`src/rtl/wb_arbiter.sv`:
```
// Writeback-port arbiter: four sources share the register-file write port with multi-beat bursts.
// Define WB_ARB_PERF_EN to add the saturating beat_cnt / stall_cnt performance counters.
module wb_arbiter #(
  parameter int ADDR_W    = 4,
  parameter int PRIO_MODE = 0
) (
  input  logic              clk,
  input  logic              rst,
  input  logic [3:0]        req,
  input  logic [7:0]        req_len,
  input  logic [4*ADDR_W-1:0] req_addr,
  input  logic              wb_stall,
  output logic [3:0]        gnt,
  output logic [1:0]        wb_sel,
  output logic              wb_we,
  output logic [ADDR_W-1:0] wb_addr,
  output logic              wb_last,
  output logic              busy
`ifdef WB_ARB_PERF_EN
  ,
  output logic [15:0]       beat_cnt,
  output logic [15:0]       stall_cnt
`endif
);

  typedef enum logic {IDLE, BURST} state_t;

  state_t              state_q;
  logic [1:0]          ptr_q;
  logic [1:0]          cnt_q;
  logic [1:0]          len_q;
  logic [3:0]          gnt_q;
  logic [1:0]          sel_q;
  logic                we_q;
  logic [ADDR_W-1:0]   addr_q;
  logic                last_q;
  logic                busy_q;

  logic                finish;
  logic                decide;
  logic [3:0]          cand;
  logic [1:0]          start;
  logic                win_vld_d;
  logic [1:0]          win_idx_d;
  logic [1:0]          idx;

  assign finish = (state_q == BURST) && we_q && last_q && !wb_stall;
  assign decide = (state_q == IDLE) || finish;
  // The source completing at this edge sits out the decision it triggers.
  assign cand   = req & ~(finish ? gnt_q : 4'b0000);
  assign start  = finish ? sel_q + 2'd1 : ptr_q;

  always_comb begin
    win_vld_d = 1'b0;
    win_idx_d = 2'd0;
    idx       = 2'd0;
    for (int k = 3; k >= 0; k--) begin
      idx = (PRIO_MODE == 1) ? 2'(k) : start + 2'(k);
      if (cand[idx]) begin
        win_vld_d = 1'b1;
        win_idx_d = idx;
      end
    end
  end

  always_ff @(posedge clk or posedge rst) begin
    if (rst) begin
      state_q <= IDLE;
      ptr_q   <= 2'd0;
      cnt_q   <= 2'd0;
      len_q   <= 2'd0;
      gnt_q   <= 4'b0000;
      sel_q   <= 2'd0;
      we_q    <= 1'b0;
      addr_q  <= '0;
      last_q  <= 1'b0;
      busy_q  <= 1'b0;
    end else if (decide) begin
      if (finish) ptr_q <= sel_q + 2'd1;
      if (win_vld_d) begin
        state_q <= BURST;
        gnt_q   <= 4'b0001 << win_idx_d;
        sel_q   <= win_idx_d;
        we_q    <= 1'b1;
        addr_q  <= req_addr[win_idx_d*ADDR_W +: ADDR_W];
        len_q   <= req_len[win_idx_d*2 +: 2];
        cnt_q   <= 2'd0;
        last_q  <= (req_len[win_idx_d*2 +: 2] == 2'd0);
        busy_q  <= 1'b1;
      end else begin
        state_q <= IDLE;
        gnt_q   <= 4'b0000;
        we_q    <= 1'b0;
        cnt_q   <= 2'd0;
        last_q  <= 1'b0;
        busy_q  <= 1'b0;
      end
    end else if (!wb_stall) begin
      addr_q <= addr_q + 1'b1;
      cnt_q  <= cnt_q + 2'd1;
      last_q <= ((cnt_q + 2'd1) == len_q);
    end
  end

  assign gnt     = gnt_q;
  assign wb_sel  = sel_q;
  assign wb_we   = we_q;
  assign wb_addr = addr_q;
  assign wb_last = last_q;
  assign busy    = busy_q;

`ifdef WB_ARB_PERF_EN
  logic [15:0] beat_cnt_q;
  logic [15:0] stall_cnt_q;

  always_ff @(posedge clk or posedge rst) begin
    if (rst) begin
      beat_cnt_q  <= 16'd0;
      stall_cnt_q <= 16'd0;
    end else begin
      if (we_q && !wb_stall && beat_cnt_q != 16'hFFFF) beat_cnt_q <= beat_cnt_q + 16'd1;
      if (we_q && wb_stall && stall_cnt_q != 16'hFFFF) stall_cnt_q <= stall_cnt_q + 16'd1;
    end
  end

  assign beat_cnt  = beat_cnt_q;
  assign stall_cnt = stall_cnt_q;
`endif

endmodule
```
`config.mk`:
```
export PLATFORM = sky130hd
export DESIGN_NAME = wb_arbiter
export DESIGN_NICKNAME = d
export VERILOG_FILES = /design/src/rtl/wb_arbiter.sv
export SDC_FILE = /design/constraint.sdc
export NUM_CORES = 1
export LEC_CHECK = 0
export ABC_AREA = 1
export BUFFER_PORTS_ARGS = -buffer_cell sky130_fd_sc_hd__buf_4
export CAP_MARGIN = 20
export CORE_MARGIN = 2
export CORE_UTILIZATION = 28
export CTS_CLUSTER_DIAMETER = 60
export CTS_CLUSTER_SIZE = 16
export DETAILED_ROUTE_END_ITERATION = 8
export GPL_ROUTABILITY_DRIVEN = 0
export GPL_TIMING_DRIVEN = 0
export SLEW_MARGIN = 25
export SYNTH_ARGS = -nofsm -noshare
export SYNTH_HDL_FRONTEND = slang
export SYNTH_SLANG_ARGS = --single-unit
```
`constraint.sdc`:
```
create_clock -name clk -period 6.64 [get_ports clk]
set_clock_uncertainty 0.15 [all_clocks]
set_input_delay 0.332 -clock clk [delete_from_list [all_inputs] [get_ports clk]]
set_output_delay 0.332 -clock clk [all_outputs]
set_load 0.01 [all_outputs]
```
==> qor.log, run 1 <==
[outcome] outcome complete, no violations
[logic_synthesis] share of synthesized area occupied by flip-flops and latches 0.3297
[die] row count 25
[final_layout] total number of nets in the final design 291
[logic_synthesis] most area-consuming cells after synthesis sky130_fd_sc_hd__dfrtp_1 (33%), sky130_fd_sc_hd__nand2_1 (24%), sky130_fd_sc_hd__a21oi_1 (4.8%), sky130_fd_sc_hd__nand3_1 (4.8%), sky130_fd_sc_hd__inv_1 (4.1%)
[timing] number of max-slew violations in the final report 0
[die] die area 5455 µm²
[logic_synthesis] Main synth FF type sky130_fd_sc_hd__dfrtp_1
[place] number of port buffers 43
[clock_network] number of H-tree levels 1
[clock_network] number of resized instances in the post-cts repair step 0
[pwr] pwr dens 550.0 nW/µm²
[critical_path] ordered list of cells on the worst path nand2_2 > nor2_4 > nand2_1 > nand2_2 > buf_6 > nand2_1 > nand2_1 > nand2_1 > nand3_1 > nand3_2 > nand2_4 > buf_4 > a21oi_1 > o21ai_1 > nand3_1 > nand2_1 > nand2_1
[timing] post-layout minimum cycle time 2.500 ns
[die] area of the core 4723 µm²
[place] hpwl dp 2843 µm
[place] Placed Cells 321
[global_routing] wire length of the first global-routing pass 5858 µm
[logic_synthesis] share of flip-flops with an asynchronous set or reset 1.000
[clock_network] number of hold buffers added after cts 0
[clock_network] CTS Root Buffer Type sky130_fd_sc_hd__clkbuf_8
[global_routing] grt ovf 0
[final_layout] final std cells w/o fill 325
[clock_network] Skew-Pair Late Insertion Delay 0.25 ns
[clock_network] CTS tree yes
[critical_path] critical setup path kind register to register
[final_layout] share of layout cells above drive strength 1 0.2752
[global_routing] pin count of the biggest net entering global routing 19
[routing] average detailed-routed wire length per instance 10.71 µm
[logic_synthesis] share of synthesized cell area in full adder, half adder and majority cells 0.009158
[routing] initial drt markers 49
[final_layout] ant diodes 0
[logic_synthesis] Commonest cells post-synth sky130_fd_sc_hd__nand2_1 (87), sky130_fd_sc_hd__dfrtp_1 (18), sky130_fd_sc_hd__inv_1 (15), sky130_fd_sc_hd__nor2_1 (15)
[die] effective utilization at floorplan 0.2893
[die] Die Span Y 73.86 µm
[routing] iteration count of the initial detailed-routing pass 4
[global_routing] via count of the first global-routing pass 1,309
[logic_synthesis] Yosys top cell by area sky130_fd_sc_hd__dfrtp_1
[critical_path] crit path max fanout 10
[pwr] Worst IR Drop VDD 0.2319 mV
[routing] remaining design rule violation count 0
[timing] final count of hold timing violations 0
[clock_network] Num CTS Buffers 3
[clock_network] Clock Sinks 18
[pwr] P_leak 0.9654 nW
[clock_network] count of buffers added by post-CTS timing repair for setup 0
[logic_synthesis] number of enable flip-flop cells after synthesis 0
[routing] vias after detailed routing 1,423
[die] boundary pin count 44
[timing] Final Setup Violations 0
[logic_synthesis] share of the synthesized netlist area taken by xor and xnor gates 0.03205
[logic_synthesis] most frequent cell after synthesis sky130_fd_sc_hd__nand2_1
[logic_synthesis] fraction of synthesized area in multiplexers 0
[logic_synthesis] post-synthesis compound-gate area fraction 0.1282
[logic_synthesis] synthesized instance count 211
[critical_path] critical path data required time 6.63 ns
[critical_path] Crit path arrival time 2.49 ns
[critical_path] CP max stage cell sky130_fd_sc_hd__dfrtp_1
[timing] sum of negative setup slack 0 ns
[flow_run] Max-cap violations 0
[clock_network] Clock Pin Slew Worst Setup and Hold Paths 0.07 ns
[die] Die X-Extent 73.86 µm
[critical_path] maximum single-stage delay on the critical path 0.51 ns
[timing] achievable frequency 400.0 MHz
[global_routing] Total GRT Usage 0.1341
[routing] via density per instance 4.378
[logic_synthesis] Post-Syn Area per Cell 6.475 µm²
[final_layout] Layout area overhead 33.79%
[hold_path] class of the worst hold path input port to async pin
[logic_synthesis] Synth Cell Area 1366 µm²
[routing] final antenna-violating net count 0
[timing] transition time of the tightest slew-check pin 0.6749 ns
[global_routing] number of antenna violations at the first check in global routing 0
[clock_network] clock buffer depth 2
[logic_synthesis] fraction of the mapped netlist area in simple logic gates 0.4267
[routing] total wirelength of the detailed-routed design 3480 µm
[logic_synthesis] number of nets in the synthesized netlist 243
[logic_synthesis] number of synthesis warnings 0
[logic_synthesis] register bit count reported by yosys 18
[timing] final critical-path share of the clock period 0.3765
[timing] unrepaired setup endpoints after global routing no
[logic_synthesis] Synth cell types 26
[critical_path] CP Capture Type register
[critical_path] cell repeated most along the worst path sky130_fd_sc_hd__nand2_1
[critical_path] sort of element at the start of the critical path register
[timing] Worst slew margin 0.5495
[logic_synthesis] dominant combinational cell family by area after synthesis simple AND/OR/NAND/NOR gates
[logic_synthesis] Synth top area share 0.3297
[final cells by class]
class	instances	area [µm²]
Clock buffer	4	55.05
Inverter	19	71.32
Timing Repair Buffer	43	322.8
Fill cell	547	2895
Tap cell	67	83.83
Buffer	4	30.03
Sequential cell	18	450.4
Multi-Input combinational cell	170	814.5
[critical path: cells and delay by family, from the launching register on]
family,cells,cell delay (ns)
DFF,1,0.51
AOI/OAI and AO/OA,2,0.17
buffers and inverters,2,0.32
and+or+nand+nor,13,1.22
[path summary, 6_finish.rpt]
path	start	to	slack, ns	cells after the start
max	wb_we$_DFFE_PP0N_	wb_addr[3]$_DFFE_PP0P_	4.14	17
min	rst	wb_addr[2]$_DFFE_PP0P_	0.04	2
max reg2reg	wb_we$_DFFE_PP0N_	wb_addr[3]$_DFFE_PP0P_	4.14	17
min reg2reg	cnt_q[1]$_DFFE_PP0P_	cnt_q[1]$_DFFE_PP0P_	0.37	2
max in group asynchronous	rst	wb_last$_DFFE_PP0P_	5.88	2
min in group clk	req_addr[4]	wb_addr[0]$_DFFE_PP0P_	0.23	5
[layer usage]
layer	vias to the layer above	routed length [µm]	track usage
met2	44	1516	0.2153
met3	0	204	0.02195
met5	-	0	0
met4	0	0	0.01818
li1	773	-	-
met1	606	1759	0.1933
[kinds of logic (layout without fill, tap and decap cells)]
kind of cell | Yosys count | in the layout
adders and majority gates | 1 | 1
AOI/OAI and AO/OA | 31 | 31
xor gates and xnor gates | 5 | 5
buffers and inverters | 23 | 70
DFF | 18 | 18
and+or+nand+nor | 133 | 133
[cell usage in the layout (no fill, tap or decap)]
cell type,n
sky130_fd_sc_hd__o21ai_0,7
sky130_fd_sc_hd__inv_1,15
sky130_fd_sc_hd__nor2_4,1
sky130_fd_sc_hd__inv_2,4
sky130_fd_sc_hd__xor2_1,3
sky130_fd_sc_hd__o21ai_2,2
sky130_fd_sc_hd__a21oi_2,2
sky130_fd_sc_hd__o21ai_1,5
sky130_fd_sc_hd__nand4_1,4
sky130_fd_sc_hd__ha_1,1
sky130_fd_sc_hd__nor2_1,15
sky130_fd_sc_hd__a21oi_1,13
sky130_fd_sc_hd__clkbuf_1,1
sky130_fd_sc_hd__buf_4,45
sky130_fd_sc_hd__nand2_2,6
sky130_fd_sc_hd__a31oi_1,1
sky130_fd_sc_hd__clkbuf_8,4
sky130_fd_sc_hd__nand3b_1,1
sky130_fd_sc_hd__buf_6,1
sky130_fd_sc_hd__nand2_4,1
sky130_fd_sc_hd__nor2_2,2
sky130_fd_sc_hd__xnor2_1,2
sky130_fd_sc_hd__nand3_2,3
sky130_fd_sc_hd__a22o_1,1
sky130_fd_sc_hd__nand3_1,13
sky130_fd_sc_hd__dfrtp_1,18
sky130_fd_sc_hd__nand2_1,87
[where the power goes]
group	leakage [nW]	switching, mW	internal [mW]
Sequential	0.222	0.0550	0.163
Clock	0.0288	0.0343	0.0526
Combinational	0.715	0.436	0.264
[state kept, by name (all words and copies together), names as in the netlist]
signal and cells:
cnt_q 2, gnt 4, len_q 2, ptr_q 2
wb_addr 4, wb_last 1, wb_sel 2, wb_we 1
[per-stage QoR]
stage	worst slack [ns]	util	hold slack (ns)	instance area, µm²	total power, mW
final	4.140	0.3870	0.03571	1828	1.005
after CTS	4.139	0.3870	0.05795	1828	1.020
after detailed placement	4.140	0.3754	0.3310	1773	0.9301
after floorplan	4.448	-	0.1206	1366	0.7315
after global routing	3.871	0.3870	0.08947	1828	1.124
after global placement	4.168	0.3754	0.3265	1773	0.9185
Note: power is estimated with default switching activity, not from simulation.
==> inputs of run 2 (changes only) <==
==> constraint.sdc (replaced) <==
create_clock -name clk -period 2 [get_ports clk]
set_clock_uncertainty 0.15 [all_clocks]
set_input_delay 0.1 -clock clk [delete_from_list [all_inputs] [get_ports clk]]
set_output_delay 0.1 -clock clk [all_outputs]
set_load 0.01 [all_outputs]
==> run 2 against run 1 <==
The flow now finishes with violations (setup timing). Non-clock buffer count up 23. Maximum frequency up 8.1%. Clock power rose to 2.8 times the previous value. Cell count up 6.8%. Design area up 22%. Total power rose to 4.6 times the previous value. Sequential cell count unchanged. Via count up 10%. Critical path type unchanged. Largest cell class unchanged. Highest routed layer is now met4.
==> qor.log, run 2 (synthesis gave the netlist of run 1 again) <==
[routing] via density per instance 4.527 [+3.4%]
[die] area of the core 4723 µm² [unchanged]
[place] Placed Cells 321 [unchanged]
[timing] Final Setup Violations 12 [+12]
[final_layout] count of fill cells added during filler insertion 494 [-9.7%]
[die] Die X-Extent 73.86 µm [unchanged]
[global_routing] number of antenna violations at the first check in global routing 0 [unchanged]
[critical_path] critical setup path kind register to register
[die] Die Span Y 73.86 µm [unchanged]
[die] effective utilization at floorplan 0.2893 [unchanged]
[global_routing] grt ovf 0 [unchanged]
[global_routing] pin count of the biggest net entering global routing 19 [unchanged]
[timing] Final Worst Setup Slack -0.3128 ns [-4.453 ns]
[die] die area 5455 µm² [unchanged]
[pwr] total chip power 4.604 mW [+360%]
[timing] hold_ws 0.007808 ns [-0.02790 ns]
[critical_path] maximum single-stage delay on the critical path 0.42 ns [-0.09 ns]
[place] dpl cell area 1779 µm² [+0.35%]
[timing] unrepaired setup endpoints after global routing yes
[final_layout] total number of nets in the final design 314 [+7.9%]
[critical_path] CP Capture Type register
[place] worst slack at placement -0.3918 ns [-4.532 ns]
[clock_network] Skew-Pair Late Insertion Delay 0.25 ns [about the same]
[final_layout] final std cells w/o fill 347 [+6.8%]
[global_routing] Total GRT Usage 0.1416 [+0.007454]
[hold_path] number of cells on the worst hold path 5
[critical_path] Crit path arrival time 2.30 ns [-0.19 ns]
[hold_path] class of the worst hold path input port to register
[global_routing] wire length of the first global-routing pass 6099 µm [+4.1%]
[critical_path] ordered list of cells on the worst path nand2_2 > nor2_4 > nand2_1 > nand2_1 > nand2_1 > nand2_4 > nand2_2 > nand2_2 > nand2_2 > nand3_4 > nand2_4 > buf_6 > nor2_4 > nand2_1 > nand2_1 > nor2_2 > nand2_1 > a21oi_2
[pwr] P_leak 1.131 nW [+17%]
[pwr] Worst IR Drop VDD 0.6864 mV [+200%]
[routing] average detailed-routed wire length per instance 11.41 µm [+6.6%]
[routing] iteration count of the initial detailed-routing pass 4 [unchanged]
[final_layout] ant diodes 0 [unchanged]
[final_layout] Design Area, Final 2235 µm² [+22%]
[timing] final count of hold timing violations 0 [unchanged]
[die] boundary pin count 44 [unchanged]
[clock_network] Num CTS Buffers 3 [unchanged]
[critical_path] count of buffering cells on the critical path with inverters included 1 [-1]
[place] hpwl dp 2792 µm [-1.8%]
[critical_path] sort of element at the start of the critical path register
[outcome] violated checks setup timing
[timing] transition time of the tightest slew-check pin 0.6759 ns [+0.0009373 ns]
[global_routing] via count of the first global-routing pass 1,394 [+6.5%]
[timing] number of max-slew violations in the final report 0 [unchanged]
[clock_network] clock buffer depth 2 [unchanged]
[timing] final critical-path share of the clock period 1.156 [+0.7799]
[final_layout] share of layout cells above drive strength 1 0.4857 [+0.2105]
[clock_network] CTS Root Buffer Type sky130_fd_sc_hd__clkbuf_8
[timing] achievable frequency 432.4 MHz [+8.1%]
[critical_path] cell repeated most along the worst path sky130_fd_sc_hd__nand2_1
[final_layout] most frequent cells in the layout sky130_fd_sc_hd__nand2_1 (61), sky130_fd_sc_hd__buf_4 (61), sky130_fd_sc_hd__nand2_2 (22), sky130_fd_sc_hd__dfrtp_1 (16), sky130_fd_sc_hd__inv_1 (14)
[clock_network] number of H-tree levels 1 [unchanged]
[routing] vias after detailed routing 1,571 [+10%]
[clock_network] CTS tree yes
[critical_path] critical path data required time 1.99 ns [-4.64 ns]
[clock_network] Clock Sinks 18 [unchanged]
[place] number of port buffers 43 [unchanged]
[critical_path] crit path max fanout 7 [-3]
[routing] initial drt markers 73 [+49%]
[routing] final antenna-violating net count 0 [unchanged]
[critical_path] number of cells on the worst reg-to-reg path 18 [+1]
[routing] total wirelength of the detailed-routed design 3959 µm [+14%]
[flow_run] Max-cap violations 0 [unchanged]
[critical_path] total number of cells along the worst setup path 18 [+1]
[timing] Worst slew margin 0.5489 [-0.0006250]
[critical_path] cell family with most CP delay simple AND/OR/NAND/NOR gates
[clock_network] Clock Pin Slew Worst Setup and Hold Paths 0.06 ns [about the same]
[pwr] pwr dens 2060 nW/µm² [+270%]
[timing] post-layout minimum cycle time 2.313 ns [-0.1873 ns]
[final_layout] Layout area overhead 63.55%
[outcome] outcome finished with violations
[routing] remaining design rule violation count 0 [unchanged]
[die] row count 25 [unchanged]
[critical_path] CP max stage cell sky130_fd_sc_hd__dfrtp_2
run 2: cell type report:
cell class | instances | area [µm²] | area share
Multi-Input combinational cell | 170 | 1031 | 0.4614
Timing Repair Buffer | 66 | 516.7 | 0.2312
Sequential cell | 18 | 452.9 | 0.2027
Tap cell | 67 | 83.83 | 0.03751
Inverter | 19 | 71.32 | 0.03191
Clock buffer | 3 | 41.29 | 0.01848
Buffer | 4 | 37.54 | 0.01680
run 2: worst paths after layout:
check	startpoint	to	slack (ns)
max	wb_last$_DFFE_PP0P_	wb_last$_DFFE_PP0P_	-0.31
min	req_addr[4]	wb_addr[0]$_DFFE_PP0P_	0.008
max reg2reg	wb_last$_DFFE_PP0P_	wb_last$_DFFE_PP0P_	-0.31
min reg2reg	len_q[0]$_DFFE_PP0P_	len_q[0]$_DFFE_PP0P_	0.38
max in group asynchronous	rst	wb_last$_DFFE_PP0P_	0.87
min in group asynchronous	rst	len_q[0]$_DFFE_PP0P_	0.36
run 2: report_power, final:
part | total [mW] | switching (mW) | internal, mW
Sequential | 0.720 | 0.176 | 0.544
Combinational | 3.64 | 2.00 | 1.64
Clock | 0.247 | 0.113 | 0.134
Total | 4.60 | 2.29 | 2.31
run 2: routing by layer:
| metal | GRT usage | share of wire |
|---|---|---|
| met5 | 0 | 0 |
| met4 | 0.02828 | 0.010 |
| met3 | 0.03155 | 0.057 |
| met2 | 0.2143 | 0.45 |
| met1 | 0.2062 | 0.48 |
run 2: tightest hold or removal path, stage by stage:
cell	delay, ns
sky130_fd_sc_hd__buf_4	0.07
sky130_fd_sc_hd__nand2_1	0.04
sky130_fd_sc_hd__nand3_1	0.07
sky130_fd_sc_hd__nand2_1	0.04
sky130_fd_sc_hd__nand2_1	0.04
run 2: through the flow:
step	utilization	setup TNS, ns
3_3_place_gp	0.3767	-2.802
4_1_cts	0.4291	-2.409
2_1_floorplan	-	-0.3907
5_1_grt	0.4731	-4.304
6_report	0.4731	-2.194
3_5_place_dp	0.3767	-3.038
run 2: repair_timing:
item | CTS | global route
resized for setup | 27 | 45
setup endpoints to repair | 12 | 13
hold buffers | 1 | 0
endpoints found under the hold margin | 18 | 0
buffers inserted | 16 | 6
pin swaps | 19 | 21
